File: src/rtl/uart_rx_fifo_mapper.sv
// Memory-mapped UART receive FIFO for the 6502 bus: DATA (pop on read) and STATUS/CTRL registers, level IRQ.
// Read data and IRQ are registered; only the first cycle of a held bus access has any effect.
module uart_rx_fifo_mapper #(
   parameter int DEPTH = 16,
   parameter int AW    = 4
) (
   input  logic       clk,
   input  logic       rst_n,
   input  logic [7:0] uart_byte,
   input  logic       uart_byte_ready,
   input  logic       cs,
   input  logic       addr,
   input  logic       we,
   input  logic [7:0] wdata,
   output logic [7:0] rdata,
   output logic       irq
);

   localparam logic [AW:0] DEPTH_C = (AW+1)'(DEPTH);

   logic [7:0]    mem_q [DEPTH];
   logic [AW-1:0] head_q, head_d;
   logic [AW-1:0] tail_q, tail_d;
   logic [AW:0]   count_q, count_d;
   logic          overflow_q, overflow_d;
   logic          irq_en_q, irq_en_d;
   logic [7:0]    rdata_q, rdata_d;
   logic          irq_q, irq_d;
   logic          prev_cs_q, prev_cs_d;
   logic          prev_addr_q, prev_addr_d;
   logic          prev_we_q, prev_we_d;

   logic          access;
   logic          data_rd, stat_rd, ctrl_wr, flush;
   logic          empty, full;
   logic          do_pop, push_ok, ovf_set;
   logic [4:0]    count5;

   always_comb begin
      // A new access starts only when {cs, addr, we} differs from the previous cycle
      access  = cs && !(prev_cs_q && (prev_addr_q == addr) && (prev_we_q == we));
      data_rd = access && !addr && !we;
      stat_rd = access && addr && !we;
      ctrl_wr = access && addr && we;
      flush   = ctrl_wr && wdata[1];

      empty   = (count_q == '0);
      full    = (count_q == DEPTH_C);
      count5  = 5'(count_q);

      do_pop  = data_rd && !empty;
      push_ok = uart_byte_ready && !flush && (!full || do_pop);
      ovf_set = uart_byte_ready && !flush && full && !do_pop;

      head_d  = head_q;
      tail_d  = tail_q;
      count_d = count_q;
      if (flush) begin
         head_d  = '0;
         tail_d  = '0;
         count_d = '0;
      end else begin
         if (do_pop) head_d = head_q + 1'b1;
         if (push_ok) tail_d = tail_q + 1'b1;
         case ({push_ok, do_pop})
            2'b10:   count_d = count_q + 1'b1;
            2'b01:   count_d = count_q - 1'b1;
            default: count_d = count_q;
         endcase
      end

      // Set has priority over a same-cycle clear
      overflow_d = overflow_q;
      if (ctrl_wr && wdata[0]) overflow_d = 1'b0;
      if (ovf_set) overflow_d = 1'b1;

      irq_en_d = ctrl_wr ? wdata[7] : irq_en_q;

      rdata_d = rdata_q;
      if (data_rd) rdata_d = empty ? 8'h00 : mem_q[head_q];
      if (stat_rd) rdata_d = {irq_en_q, overflow_q, full, count5};

      irq_d = irq_en_d && (count_d != '0);

      prev_cs_d   = cs;
      prev_addr_d = addr;
      prev_we_d   = we;
   end

   always_ff @(posedge clk) begin
      if (push_ok) mem_q[tail_q] <= uart_byte;
   end

   always_ff @(posedge clk or negedge rst_n) begin
      if (!rst_n) begin
         head_q      <= '0;
         tail_q      <= '0;
         count_q     <= '0;
         overflow_q  <= 1'b0;
         irq_en_q    <= 1'b1;
         rdata_q     <= 8'h00;
         irq_q       <= 1'b0;
         prev_cs_q   <= 1'b0;
         prev_addr_q <= 1'b0;
         prev_we_q   <= 1'b0;
      end else begin
         head_q      <= head_d;
         tail_q      <= tail_d;
         count_q     <= count_d;
         overflow_q  <= overflow_d;
         irq_en_q    <= irq_en_d;
         rdata_q     <= rdata_d;
         irq_q       <= irq_d;
         prev_cs_q   <= prev_cs_d;
         prev_addr_q <= prev_addr_d;
         prev_we_q   <= prev_we_d;
      end
   end

   assign rdata = rdata_q;
   assign irq   = irq_q;

endmodule

File: config.mk
export PLATFORM = sky130hd
export DESIGN_NAME = uart_rx_fifo_mapper
export DESIGN_NICKNAME = d
export VERILOG_FILES = /design/src/rtl/uart_rx_fifo_mapper.sv
export SDC_FILE = /design/constraint.sdc
export NUM_CORES = 1
export LEC_CHECK = 0
export ABC_AREA = 0
export BUFFER_PORTS_ARGS = -buffer_cell sky130_fd_sc_hd__buf_4
export CAP_MARGIN = 20
export CORE_ASPECT_RATIO = 0.7
export CORE_MARGIN = 1.5
export CORE_UTILIZATION = 55
export DETAILED_ROUTE_END_ITERATION = 8
export PLACE_DENSITY = 0.73
export SYNTH_ARGS = -nofsm -noshare
export SYNTH_HDL_FRONTEND = slang
export SYNTH_SLANG_ARGS = --single-unit
export TNS_END_PERCENT = 10
File: constraint.sdc
create_clock -name clk -period 7.9 [get_ports clk]
set_input_delay 2.37 -clock clk [delete_from_list [all_inputs] [get_ports clk]]
set_output_delay 2.37 -clock clk [all_outputs]
set_load 0.02 [all_outputs]
==> flow_metrics.env <==
export IMPL_io_buffers=25
export IMPL_worstHoldPathType="flip-flop to flip-flop"
export IMPL_synth_top_family_by_area="multiplexers"
export IMPL_synth_cell_types=48
export IMPL_synth_mux_area_share_pct=14.2
export IMPL_synth_net_count=390
export IMPL_yosys_warnings=0
export IMPL_period_share_pct=60.5
export IMPL_wl_mm=13.0
export IMPL_cp_end_kind="flip-flop"
export IMPL_clock_latency_ns=0.42
export IMPL_cp_max_fo=17
export IMPL_viasPerCell=6.04
export IMPL_cap_violations=0
export IMPL_clock_sinks=155
export IMPL_cts_setup_buffers=0
export IMPL_layout_min_cycle_time_ns=4.78
export IMPL_outcome="complete, no violations"
export IMPL_grt_met1_usage_pct=36.3
export IMPL_diodes=0
export IMPL_p_leak_nw=2.54
export IMPL_cts_hold_buf=0
export IMPL_criticalPathCategory="input pin to flip-flop"
export IMPL_initial_core_util_pct=57.6
export IMPL_drtPass1Iterations=5
export IMPL_async_flop_share_pct=17.4
export IMPL_r2r_start="prev_addr_q$_DFF_PN0_"
export IMPL_skew_ns=0.00708
export IMPL_die_h_um=93.8
export IMPL_whs_ns=0.488
export IMPL_synth_edf_count=128
export IMPL_fin_ws_ns=3.12
export IMPL_cp_required_ns=8.19
export IMPL_rsz0062_at_grt="no"
export IMPL_grtUsageMet2_pct=32.5
export IMPL_htreeDepth=4
export IMPL_drt_drc_violations_left=0
export IMPL_io_pins=31
export IMPL_worstPathArrival_ns=5.07
export IMPL_synthAdderAreaFrac_pct=1.16
export IMPL_grt_overflow=0
export IMPL_multiInputGateArea_um2=1810
export IMPL_peakVddDrop_mv=0.178
export IMPL_startpoint_type="input pin"
export IMPL_slew_headroom_pct=39.6
export IMPL_die_w_um=133
export IMPL_grt_max_degree=32
export IMPL_tightest_slew_ns=0.902
export IMPL_power_density_nw_per_um2=341
export IMPL_finalSetupTns_ns=0
export IMPL_synth_xor_area_share_pct=1.08
export IMPL_cts_buffers=17
export IMPL_drt_iter0_drc=472
export IMPL_clock_path_buffers=2
export IMPL_dp_hpwl_mm=8.53
export IMPL_fin_nets=424
export IMPL_gr_usage_all_layers_pct=23.5
export IMPL_filler_cell_count=771
export IMPL_report_final_setup_viol=0
export IMPL_rrSetupSlack_ns=4.87
export IMPL_area_growth_pct=14.0
export IMPL_path_clk_slew_ns=0.06
export IMPL_grt_met3_usage_pct=6.74
export IMPL_cts_tree="done"
export IMPL_ys_seq_area_share_pct=69.8
export IMPL_clockRootBuffer="clkbuf_16"
export IMPL_rows=32
export IMPL_antenna_found_initial=0
export IMPL_hold_path_startpoint="rdata[7]$_DFFE_PN0P_"
export IMPL_avgSynthCellArea_um2=17.9
export IMPL_grt_pass1_vias=3362
export IMPL_seqCellArea_um2=4520
export IMPL_slew_viol_final=0
export IMPL_core_um2=11300
export IMPL_pre_cts_ws_ns=2.72
export IMPL_drtAntennaViolNets=0
export IMPL_ys_flop_type="edfxtp_1"
export IMPL_drive_gt1_share_pct=28.9
export IMPL_dieArea_um2=12500
export IMPL_grt_busiest_layer="met1"
export IMPL_synthSimpleGateAreaFrac_pct=7.49
export IMPL_grt_pass1_wl_mm=20.2
export IMPL_post_cts_resized=0
export IMPL_crit_start="addr"
export IMPL_synth_seq_cells=155
export IMPL_synth_compound_area_share_pct=4.04
export IMPL_fmax_ghz=0.209
export IMPL_finalHoldViolations=0
export IMPL_vias=3394
export IMPL_synth_area_um2=6480
export IMPL_routedWlPerCell_um=23.2
export IMPL_gp_congestion=0.915
export IMPL_synthCells=362
-- flip-flops by register name, summed over array words and instances (netlist names) --
signal / count
count5: 5
overflow_q: 1
rdata: 8
head_q: 4
prev_we_q: 1
irq_en_q: 1
tail_q: 4
mem_q: 128
prev_cs_q: 1
irq: 1
prev_addr_q: 1
-- logic make-up (layout without fill, tap and decap cells) --
family | after synthesis | in the layout
xor gates and xnor gates | 8 | 8
adders and majority gates | 6 | 6
buffers and inverters | 29 | 76
and+or+nand+nor | 87 | 87
AOI/OAI and AO/OA | 35 | 35
muxes | 42 | 42
DFF | 155 | 155
-- metal layers --
layer	wire (um)	up-vias
met5	0	-
met4	111	0
met3	1060	13
met2	5790	141
met1	6080	1730
li1	-	1510
-- per-stage QoR --
| stage | cell area (um^2) | instances | power, mW | utilization [%] |
|---|---|---|---|---|
| after global routing | 7390 | 562 | 2.64 | 65.7 |
| after floorplan | 6480 | 362 | 1.55 | - |
| after detailed placement | 6810 | 530 | 1.76 | 60.5 |
| after CTS | 7390 | 562 | 2.54 | 65.7 |
| final | 7390 | 562 | 2.52 | 65.7 |
| after global placement | 6810 | 530 | 1.74 | 60.5 |
-- power breakdown --
group          leakage, nW  internal (mW)  switching [mW]
Clock                0.286          0.446           0.338
Combinational        0.757          0.304           0.336
Sequential            1.49          0.996           0.103
-- worst max-delay path, stage by stage --
cell and delay, ns:
buf_4 0.17, or3b_4 0.40, a211oi_4 0.53, nand2_1 0.14, xnor2_1 0.17, ha_1 0.25
inv_1 0.05, or4_1 0.54, and4_1 0.22, nor2_2 0.11, a41oi_2 0.11
-- synthesized netlist by cell type, drive strengths merged (2+ instances only) --
master,count,area share (%)
mux2i,2,0.31
xor2,4,0.54
nor3,6,0.46
and4,3,0.41
a211oi,3,0.70
nand3,7,0.62
inv,13,0.75
edfxtp,128,59
a21oi,5,0.50
a22oi,6,0.70
clkbuf,5,0.31
o21ai,13,1.0
or3b,2,0.31
nand4,4,0.39
and3,3,0.29
mux4,40,14
nor3b,3,0.35
nor4,2,0.42
dfrtp,26,10
xnor2,4,0.54
nor2,21,1.3
or4,3,0.35
nand2,18,1.0
ha,6,1.2
and2,11,1.1
nand3b,2,0.23
buf,11,1.2
-- cell usage in the layout (no fill, tap or decap), types with 4 or more instances in the layout --
cell       count
dfrtp_1       25
ha_1           6
o21ai_1       10
edfxtp_1     128
buf_4         31
nor2_1        18
nand2_1       18
and2_1        11
mux4_2        40
inv_6          6
inv_1         13
xor2_1         4
clkbuf_16     18
nand4_1        4
nor3_1         6
nand3_1        6
xnor2_1        4
a22oi_1        6
-- final cells by class --
type | count | area share (%)
flip-flops and latches | 155 | 61.2
multi-input cells | 178 | 24.5
clock buffers | 20 | 6.47
repair buffers | 31 | 3.15
well taps | 153 | 2.59
clock inverters | 12 | 1.39
inverters | 13 | 0.660
-- worst paths after layout --
kind	to	cells after the start
max reg2reg	irq$_DFF_PN0_	10
max	irq$_DFF_PN0_	11
min reg2reg	rdata[7]$_DFFE_PN0P_	2
min in group asynchronous	rdata[1]$_DFFE_PN0P_	1
min	rdata[7]$_DFFE_PN0P_	2
max in group asynchronous	irq_en_q$_DFF_PN1_	1
Power figures use the tool's default switching activity.
